**src/rtl/sfr_bus_pkg.sv**
```systemverilog
// Shared definitions for the SFR debug bus arbiter: state encodings and default widths.
package sfr_bus_pkg;

  localparam int unsigned SFR_ADDR_W = 16;
  localparam int unsigned SFR_DATA_W = 8;

  // One-hot access sequencer states
  typedef enum logic [4:0] {
    ST_IDLE    = 5'h01,
    ST_WR      = 5'h02,
    ST_RD_EN   = 5'h04,
    ST_RD_WAIT = 5'h08,
    ST_DONE    = 5'h10
  } state_t;

endpackage

```
**src/rtl/sfr_rr_pick.sv**
```systemverilog
// Combinational winner select for the two SFR bus masters.
// A held lock restricts the choice to the current owner; otherwise both
// requesting masters are resolved round-robin in favour of the non-owner.
module sfr_rr_pick (
  input  logic req0,
  input  logic req1,
  input  logic owner,
  input  logic lock_act,
  input  logic lock_expired,
  output logic grant_valid,
  output logic grant_idx
);

  // Pick the winner from the current requests, owner and lock state
  always_comb begin
    grant_valid = 1'b0;
    grant_idx   = owner;
    if (lock_act && !lock_expired) begin
      grant_valid = owner ? req1 : req0;
      grant_idx   = owner;
    end else if (req0 && req1) begin
      // An expired lock also lands here, which hands the bus to the other master
      grant_valid = 1'b1;
      grant_idx   = ~owner;
    end else if (req0) begin
      grant_valid = 1'b1;
      grant_idx   = 1'b0;
    end else if (req1) begin
      grant_valid = 1'b1;
      grant_idx   = 1'b1;
    end
  end

endmodule

```
**src/rtl/sfr_bus_arbiter.sv**
```systemverilog
// Shares the SFR debug bus between the UART debug controller (m0) and the
// on-chip sequencer (m1). Each access becomes a one-cycle d_set (write) or a
// one-cycle d_enable followed by a delayed d_rdata sample (read).
// RD_WAIT must be at least 1; MAX_LOCK must be at least 1.
module sfr_bus_arbiter
  import sfr_bus_pkg::*;
#(
  parameter int unsigned ADDR_W   = SFR_ADDR_W,
  parameter int unsigned DATA_W   = SFR_DATA_W,
  parameter int unsigned RD_WAIT  = 1,
  parameter int unsigned MAX_LOCK = 64
) (
  input  logic              sys_clk,
  input  logic              sys_rst_n,
  input  logic              m0_req,
  input  logic              m0_we,
  input  logic              m0_lock,
  input  logic [ADDR_W-1:0] m0_addr,
  input  logic [DATA_W-1:0] m0_wdata,
  output logic              m0_ack,
  output logic [DATA_W-1:0] m0_rdata,
  input  logic              m1_req,
  input  logic              m1_we,
  input  logic              m1_lock,
  input  logic [ADDR_W-1:0] m1_addr,
  input  logic [DATA_W-1:0] m1_wdata,
  output logic              m1_ack,
  output logic [DATA_W-1:0] m1_rdata,
  output logic [ADDR_W-1:0] d_address,
  output logic              d_set,
  output logic              d_enable,
  output logic [DATA_W-1:0] d_wdata,
  input  logic [DATA_W-1:0] d_rdata,
  output logic              owner,
  output logic              busy
);

  localparam int unsigned LOCK_W = $clog2(MAX_LOCK + 1);
  localparam int unsigned WAIT_W = $clog2(RD_WAIT + 1);

  state_t              state, state_n;
  logic [LOCK_W-1:0]   lock_cnt, lock_cnt_n;
  logic                lock_act, lock_act_n;
  logic [WAIT_W-1:0]   wait_cnt, wait_n;
  logic                m0_ack_n, m1_ack_n;
  logic [DATA_W-1:0]   m0_rdata_n, m1_rdata_n;
  logic [ADDR_W-1:0]   d_address_n;
  logic [DATA_W-1:0]   d_wdata_n;
  logic                d_set_n, d_enable_n, owner_n, busy_n;

  logic                owner_lock, lock_hold, lock_expired;
  logic                grant_valid, grant_idx;
  logic                g_we, g_lock;
  logic [ADDR_W-1:0]   g_addr;
  logic [DATA_W-1:0]   g_wdata;

  // Lock is only honoured while the owner still asserts it and the budget remains
  assign owner_lock   = owner ? m1_lock : m0_lock;
  assign lock_hold    = lock_act & owner_lock;
  assign lock_expired = (lock_cnt == LOCK_W'(MAX_LOCK));

  assign g_we    = grant_idx ? m1_we    : m0_we;
  assign g_lock  = grant_idx ? m1_lock  : m0_lock;
  assign g_addr  = grant_idx ? m1_addr  : m0_addr;
  assign g_wdata = grant_idx ? m1_wdata : m0_wdata;

  sfr_rr_pick u_pick (
    .req0         (m0_req),
    .req1         (m1_req),
    .owner        (owner),
    .lock_act     (lock_hold),
    .lock_expired (lock_expired),
    .grant_valid  (grant_valid),
    .grant_idx    (grant_idx)
  );

  // Next-state and next-output decode for the access sequencer
  always_comb begin
    state_n     = state;
    lock_cnt_n  = lock_cnt;
    lock_act_n  = lock_act;
    wait_n      = wait_cnt;
    m0_ack_n    = 1'b0;
    m1_ack_n    = 1'b0;
    m0_rdata_n  = m0_rdata;
    m1_rdata_n  = m1_rdata;
    d_address_n = d_address;
    d_wdata_n   = d_wdata;
    d_set_n     = 1'b0;
    d_enable_n  = 1'b0;
    owner_n     = owner;
    unique case (state)
      ST_IDLE: begin
        if (!owner_lock || lock_expired) lock_act_n = 1'b0;
        if (grant_valid) begin
          owner_n     = grant_idx;
          d_address_n = g_addr;
          d_wdata_n   = g_wdata;
          lock_act_n  = g_lock;
          if (grant_idx != owner) begin
            lock_cnt_n = g_lock ? LOCK_W'(1) : '0;
          end else if (g_lock && !lock_expired) begin
            lock_cnt_n = lock_cnt + LOCK_W'(1);
          end
          if (g_we) begin
            state_n = ST_WR;
            d_set_n = 1'b1;
          end else begin
            state_n    = ST_RD_EN;
            d_enable_n = 1'b1;
          end
        end
      end
      ST_WR: begin
        state_n = ST_DONE;
        if (owner) m1_ack_n = 1'b1;
        else       m0_ack_n = 1'b1;
      end
      ST_RD_EN: begin
        state_n = ST_RD_WAIT;
        wait_n  = WAIT_W'(RD_WAIT - 1);
      end
      ST_RD_WAIT: begin
        if (wait_cnt == '0) begin
          state_n = ST_DONE;
          if (owner) begin
            m1_rdata_n = d_rdata;
            m1_ack_n   = 1'b1;
          end else begin
            m0_rdata_n = d_rdata;
            m0_ack_n   = 1'b1;
          end
        end else begin
          wait_n = wait_cnt - WAIT_W'(1);
        end
      end
      ST_DONE: state_n = ST_IDLE;
      default: state_n = ST_IDLE;
    endcase
    busy_n = (state_n != ST_IDLE);
  end

  // State, counters and all outputs are registered; reset aborts any access
  always_ff @(posedge sys_clk or negedge sys_rst_n) begin
    if (!sys_rst_n) begin
      state     <= ST_IDLE;
      lock_cnt  <= '0;
      lock_act  <= 1'b0;
      wait_cnt  <= '0;
      m0_ack    <= 1'b0;
      m1_ack    <= 1'b0;
      m0_rdata  <= '0;
      m1_rdata  <= '0;
      d_address <= '0;
      d_wdata   <= '0;
      d_set     <= 1'b0;
      d_enable  <= 1'b0;
      owner     <= 1'b0;
      busy      <= 1'b0;
    end else begin
      state     <= state_n;
      lock_cnt  <= lock_cnt_n;
      lock_act  <= lock_act_n;
      wait_cnt  <= wait_n;
      m0_ack    <= m0_ack_n;
      m1_ack    <= m1_ack_n;
      m0_rdata  <= m0_rdata_n;
      m1_rdata  <= m1_rdata_n;
      d_address <= d_address_n;
      d_wdata   <= d_wdata_n;
      d_set     <= d_set_n;
      d_enable  <= d_enable_n;
      owner     <= owner_n;
      busy      <= busy_n;
    end
  end

endmodule

```
**config.mk**
```make
export PLATFORM = sky130hd
export DESIGN_NAME = sfr_bus_arbiter
export DESIGN_NICKNAME = d
export VERILOG_FILES = /design/src/rtl/sfr_bus_pkg.sv /design/src/rtl/sfr_rr_pick.sv /design/src/rtl/sfr_bus_arbiter.sv
export SDC_FILE = /design/constraint.sdc
export NUM_CORES = 1
export LEC_CHECK = 0
export ABC_CLOCK_PERIOD_IN_PS = 2500
export BUFFER_PORTS_ARGS = -buffer_cell sky130_fd_sc_hd__buf_4
export CORE_UTILIZATION = 43
export CTS_CLUSTER_DIAMETER = 200
export DETAILED_ROUTE_END_ITERATION = 10
export GPL_ROUTABILITY_DRIVEN = 0
export PLACE_DENSITY = 0.82
export SKIP_CTS_REPAIR_TIMING = 1
export SYNTH_ARGS = -nofsm -noshare
export SYNTH_HDL_FRONTEND = slang
export SYNTH_HIERARCHICAL = 1
export SYNTH_SLANG_ARGS = --single-unit
```
**constraint.sdc**
```tcl
create_clock -name sys_clk -period 2.5 [get_ports sys_clk]
set_clock_uncertainty 0.2 [all_clocks]
set_input_delay 0.125 -clock sys_clk [delete_from_list [all_inputs] [get_ports sys_clk]]
set_output_delay 0.125 -clock sys_clk [all_outputs]
set_load 0.02 [all_outputs]
```
==> out/metrics.yaml, run 1 <==
drt:
  wirelength_um: 8270
  viasPerCell: 5.01
  num_vias: 2563
  drt_iter0_markers: 78
  drcViolationCount: 0
  ant_nets: 0
  wl_per_cell_um: 16.2
  drtPass1Iterations: 4
final_layout:
  final_cell_mix: "buf_4 (132), dlygate4sd3_1 (59), dfrtp_1 (57)"
  postLayoutCellArea_um2: 4650
  nets: 498
  final_core_util: 0.781
  drive_gt1_frac: 0.430
  syn2layout_area_growth_pct: 75.0
  diodes: 0
  layout_commonest_cell: "buf_4"
cts:
  cts_tree: "done"
  cts-buffers-inserted: 9
  clockRootBuffer: "clkbuf_8"
  htree_levels: 3
  cts_sinks: 59
  clock_latency_ns: 0.33
  clkTransAtPathRegs_ns: 0.06
  cts_max_path_buffers: 2
flow_run:
  drv_cap: 0
logic_synthesis:
  ys_top_cells_by_area: "dfrtp_1 (55%), mux2i_1 (9.8%), mux2_2 (7.2%)"
  syn_inst: 237
  synth_area_um2: 2660
  synth_nets: 303
  ys_types: 38
  ys_seq_elements: 59
  synth_warnings: 6
  synth_top_area_cell: "dfrtp_1"
  syn_avg_cell_area_um2: 11.2
  synth.top_cell.area_share: 0.546
  synth_seq_area_share: 0.556
global_routing:
  antenna_found_initial: 0
  grt_start_max_net_pins: 60
  use_met3: 0.0625
  grtUsageTotal: 0.193
  grt-ovfl-total: 0
  grt_pass1_vias: 2122
  grt-busiest-layer: "met2"
  grt_util_met2: 0.331
  grt_pass1_wl_um: 9360
  grt.met1_usage: 0.216
sta:
  hold_slack_ns: 0.0371
  clock.fmax_mhz: 383
  period_share: 1.04
  timing.final.setup_violations: 12
  max-slew-margin-rel: 0.519
  tightestPinTransition_ns: 0.721
  final_max_slew_viol_count: 0
  fin_ws_ns: -0.111
  fin_tns_setup_ns: -0.335
  finalHoldViolations: 0
  layout_min_cycle_time_ns: 2.61
  rsz0062_at_grt: "yes"
run_status:
  status: "finished with violations"
  violations: "negative setup slack"
die:
  fp-row-count: 28
  start_util: 0.446
  coreArea_um2: 5960
  dieArea_um2: 6500
  die_w_um: 80.6
  die_h_um: 80.6
  ios: 110
min_path:
  hp-start: "m0_lock"
  hp-class: "in2reg"
  min_to: "lock_act"
  min_path_cells: 3
power:
  peakVddDrop_mv: 0.601
  finalPower_w: 0.00557
  p_leak_nw: 2.29
  p_per_area_nw_per_um2: 1200
worst_setup_path:
  r2r-start: "lock_cnt[4]"
  worstSetupPathType: "reg2reg"
  rr_endpoint: "lock_cnt[4]"
  crit_path_end_kind: "register"
  ff2ff_path_depth: 9
  worstSetupStartpointType: "register"
  path_max_fanout: 4
  worstPathArrival_ns: 2.67
  ff2ff_setup_slack_ns: -0.11
  required_ns: 2.55
place:
  portBuffers: 109
  dp.final_hpwl_um: 4760
  post_dp_cell_area_um2: 3700
==> synthesized netlist by cell type <==
| library cell | instances |
|---|---|
| nor2b_1 | 2 |
| nand3_1 | 2 |
| dfrtp_1 | 58 |
| o2bb2ai_1 | 1 |
| or3_4 | 2 |
| nor4b_2 | 1 |
| nor2_1 | 4 |
| inv_1 | 5 |
| buf_6 | 1 |
| xor2_1 | 1 |
| and2_1 | 5 |
| clkbuf_1 | 10 |
| o31ai_1 | 1 |
| a22o_1 | 1 |
| or4_1 | 2 |
| nand2b_1 | 1 |
| ha_1 | 2 |
| o21ai_1 | 1 |
| nand4bb_1 | 1 |
| nor3_1 | 3 |
| dfstp_2 | 1 |
| and3_1 | 2 |
| a31oi_1 | 1 |
| a21o_1 | 1 |
| mux2i_1 | 26 |
| o311ai_0 | 1 |
| a21oi_1 | 5 |
| nand2_1 | 34 |
| a21boi_0 | 1 |
| a32o_1 | 1 |
| buf_2 | 1 |
| nand4_1 | 5 |
| xnor2_1 | 2 |
| o21ai_0 | 30 |
| or3_1 | 1 |
| nor3b_1 | 2 |
| mux2_2 | 17 |
| nor4_1 | 2 |
==> report_power, final <==
group | internal, W | switching (W) | total [W]
Sequential | 0.00137 | 0.000244 | 0.00162
Combinational | 0.00150 | 0.00166 | 0.00316
Clock | 0.000415 | 0.000381 | 0.000796
==> cells by family (layout without fill, tap and decap cells) <==
| family | Yosys count | in the layout | share of synthesized area |
|---|---|---|---|
| and+or+nand+nor | 69 | 69 | 0.135 |
| buffers and inverters | 17 | 217 | 0.0273 |
| DFF | 59 | 59 | 0.556 |
| xor gates and xnor gates | 3 | 3 | 0.00989 |
| adders and majority gates | 2 | 2 | 0.00941 |
| AOI/OAI and AO/OA | 44 | 44 | 0.0923 |
| muxes | 43 | 43 | 0.170 |
==> critical path, stage by stage (launching register included) <==
cell	delay, ns
dfrtp_1	0.40
nor4_2	0.30
and2_1	0.18
nand2b_4	0.16
o21ai_2	0.07
a21oi_2	0.17
nand2_1	0.09
or3_4	0.36
or4_1	0.51
o21ai_1	0.09
==> stage by stage <==
step	setup slack, ns	instances
final	-0.111	512
after global routing	-0.205	512
after CTS	-0.212	448
after detailed placement	-0.191	432
after global placement	-0.0795	432
after floorplan	-0.107	237
==> per-layer routing <==
| layer | part of all wire | vias to the layer above |
|---|---|---|
| li1 | - | 1226 |
| met1 | 0.37 | 1237 |
| met2 | 0.56 | 85 |
| met3 | 0.058 | 15 |
| met4 | 0.017 | 0 |
| met5 | 0 | - |
==> layout make-up <==
class                           count  area (µm²)
Clock buffer                       11         151
Clock inverter                      5        37.5
Fill cell                         358        1310
Inverter                            5        18.8
Multi-Input combinational cell    161        1210
Sequential cell                    59        1480
Tap cell                           75        93.8
Timing Repair Buffer              196        1660
==> state kept, by name, indices dropped and copies added (netlist names), 5 cells and up <==
signal     cells
m1_rdata       8
lock_cnt       7
m0_rdata       8
state          5
d_address     16
d_wdata        8
==> how the worst max path moves through the flow <==
stage | start | to | slack (ns) | cells after the start
after floorplan | owner | lock_cnt[6] | -0.11 | 11
after global placement | lock_cnt[5] | lock_cnt[4] | -0.08 | 9
after detailed placement | lock_cnt[5] | lock_cnt[4] | -0.19 | 9
after CTS | lock_cnt[5] | lock_cnt[4] | -0.21 | 9
after global routing | lock_cnt[4] | lock_cnt[4] | -0.20 | 9
final | lock_cnt[4] | lock_cnt[4] | -0.11 | 9
(Power assumes the default switching activity.)
==> inputs of run 2 (changes only) <==
--- a/config.mk
+++ b/config.mk
@@ -6,7 +6,8 @@
 export NUM_CORES = 1
 export LEC_CHECK = 0
+export ABC_AREA = 1
 export ABC_CLOCK_PERIOD_IN_PS = 2500
 export BUFFER_PORTS_ARGS = -buffer_cell sky130_fd_sc_hd__buf_4
-export CORE_UTILIZATION = 43
+export CORE_UTILIZATION = 44
 export CTS_CLUSTER_DIAMETER = 200
 export DETAILED_ROUTE_END_ITERATION = 10
--- a/constraint.sdc
+++ b/constraint.sdc
@@ -3,3 +3,3 @@
 set_input_delay 0.125 -clock sys_clk [delete_from_list [all_inputs] [get_ports sys_clk]]
 set_output_delay 0.125 -clock sys_clk [all_outputs]
-set_load 0.02 [all_outputs]
+set_load 0.05 [all_outputs]
==> run 2 against run 1 <==
The run ends with negative hold slack left. Utilization fell by 3.0 points. Combinational power rose by 18%. Area after synthesis rose by 5.4%. Worst setup slack improved by 0.14 ns. Wire length rose by 13%. Critical path depth rose by 4. Clock power rose by 7.5%. Largest power group unchanged. Highest routed layer unchanged.
==> out/metrics.yaml, run 2 <==
run_status:
  status: "finished with violations"
  violations: "negative hold slack"
sta:
  fin_ws_ns: 0.0236
  tightestPinTransition_ns: 0.745
  hold_slack_ns: -0.00881
  timing.final.setup_violations: 0
  final_max_slew_viol_count: 0
  fin_tns_setup_ns: 0
  clock.fmax_mhz: 404
  layout_min_cycle_time_ns: 2.48
  finalHoldViolations: 1
  period_share: 0.991
  max-slew-margin-rel: 0.503
min_path:
  hp-class: "in2reg"
logic_synthesis:
  synth_top_area_cell: "dfrtp_1"
  synth_top_flop_cell: "dfrtp_1"
  ys_top_cells_by_area: "dfrtp_1 (52%), nand2_1 (14%), nor2_1 (9.5%)"
  synth_commonest_cells: "nand2_1 (106), nor2_1 (71), dfrtp_1 (58)"
  post-synth-top-count-cell: "nand2_1"
  syn_avg_cell_area_um2: 8.12
  ys_types: 28
  synth_edf_count: 0
  ys_seq_elements: 59
  syn_inst: 345
  synth.top_cell.area_share: 0.518
  async_reset_ff_frac: 1.00
  synth_nets: 411
  synth_area_um2: 2800
  synth_warnings: 6
  synth_seq_area_share: 0.528
global_routing:
  grt-ovfl-total: 0
  grt_start_max_net_pins: 60
  grt.met1_usage: 0.284
  use_met3: 0.0856
  grt-busiest-layer: "met2"
  grt_pass1_wl_um: 11700
  grt_pass1_vias: 2588
  antenna_found_initial: 0
  grtUsageTotal: 0.234
  grt_util_met2: 0.383
final_layout:
  regMostFlops: "d_address"
  syn2layout_area_growth_pct: 61.5
  largest_reg_flops: 16
  layout_commonest_cell: "buf_4"
  stdcell_count: 601
  diodes: 0
  final_cell_mix: "buf_4 (119), nand2_1 (106), nor2_1 (71)"
  drive_gt1_frac: 0.278
  final_core_util: 0.751
  nets: 587
drt:
  ant_nets: 0
  wirelength_um: 9370
  num_vias: 3131
  drtPass1Iterations: 5
  viasPerCell: 5.21
  drcViolationCount: 0
  drt_iter0_markers: 232
  wl_per_cell_um: 15.6
die:
  fp-row-count: 28
  start_util: 0.465
  ios: 110
  die_h_um: 81.8
  dieArea_um2: 6690
  die_w_um: 81.8
  coreArea_um2: 6030
worst_setup_path:
  path_max_fanout: 50
  worstSetupPathType: "reg2reg"
  worstPathArrival_ns: 2.49
  worstSetupStartpointType: "register"
  crit_path_end_kind: "register"
  required_ns: 2.51
power:
  p_leak_nw: 2.24
  peakVddDrop_mv: 1.11
  p_per_area_nw_per_um2: 1380
  finalPower_w: 0.00622
cts:
  cts_max_path_buffers: 2
  htree_levels: 3
  clockRootBuffer: "clkbuf_8"
  clkTransAtPathRegs_ns: 0.07
  cts_sinks: 59
  cts_tree: "done"
  clock_latency_ns: 0.33
  cts-buffers-inserted: 9
flow_run:
  drv_cap: 0
place:
  dp.final_hpwl_um: 5140
  pre_cts_ws_ns: 0.0110
  portBuffers: 109
  dp.cells: 523
run 2: changes by cell type after synthesis, moves of 10 or more:
cell,change
mux2i_1,-26
inv_1,+17
o21ai_0,-10
mux2_2,-17
o31ai_1,+23
nand2_1,+72
nor2_1,+67
run 2: per-stage QoR:
stage | area, µm² | hold WS, ns
6_report | 4520 | -0.00881
5_1_grt | 4520 | -0.0000789
4_1_cts | 3880 | -0.325
3_5_place_dp | 3690 | 0.0437
3_3_place_gp | 3690 | 0.0269
2_1_floorplan | 2800 | -0.371
run 2: per-layer routing:
layer | vias to the layer above | share of wire
met2 | 148 | 0.52
li1 | 1458 | -
met4 | 0 | 0.033
met1 | 1498 | 0.38
met5 | - | 0
met3 | 27 | 0.066
run 2: kinds of logic after synthesis:
| kind of cell | count (synthesis) | synth area share |
|---|---|---|
| simple gates | 197 | 0.280 |
| flops | 59 | 0.528 |
| compound gates | 48 | 0.113 |
| buf+inv | 37 | 0.0612 |
| xor+xnor | 2 | 0.00894 |
| fa+ha+maj | 2 | 0.00894 |
run 2: path summary, 6_finish.rpt:
path | startpoint | endpoint | slack, ns | cells after the start
max | lock_cnt[1] | d_wdata[7] | 0.02 | 13
min | m1_lock | lock_act | -0.009 | 5
max reg2reg | lock_cnt[1] | d_wdata[7] | 0.02 | 13
min reg2reg | d_wdata[2] | d_wdata[2] | 0.29 | 2
max in group asynchronous | sys_rst_n | d_wdata[6] | 1.40 | 2
min in group asynchronous | sys_rst_n | d_address[14] | 0.20 | 2
run 2: report_power, final:
part           leakage (nW)  internal, W  switching [W]
clock                0.0991     0.000482       0.000374
combinational          1.44      0.00114        0.00257
sequential            0.702      0.00138       0.000272
run 2: area by class of cell:
class	instances	area, µm²
multi-input cells	249	1170
inverters	23	86.3
fillers	391	1500
flip-flops and latches	59	1480
repair buffers	179	1500
clock buffers	11	141
clock inverters	5	52.6
well taps	75	93.8
run 2: critical path, cell delays in order, from the launching register on:
cell and delay [ns]:
dfrtp_1 0.42, inv_1 0.07, ha_1 0.13, nand2_1 0.04
inv_1 0.05, nand3_1 0.11, inv_1 0.09, inv_1 0.07
nand3_1 0.15, nand2_1 0.11, nand2_1 0.10, nand4_1 0.19
buf_6 0.28, o31ai_1 0.34
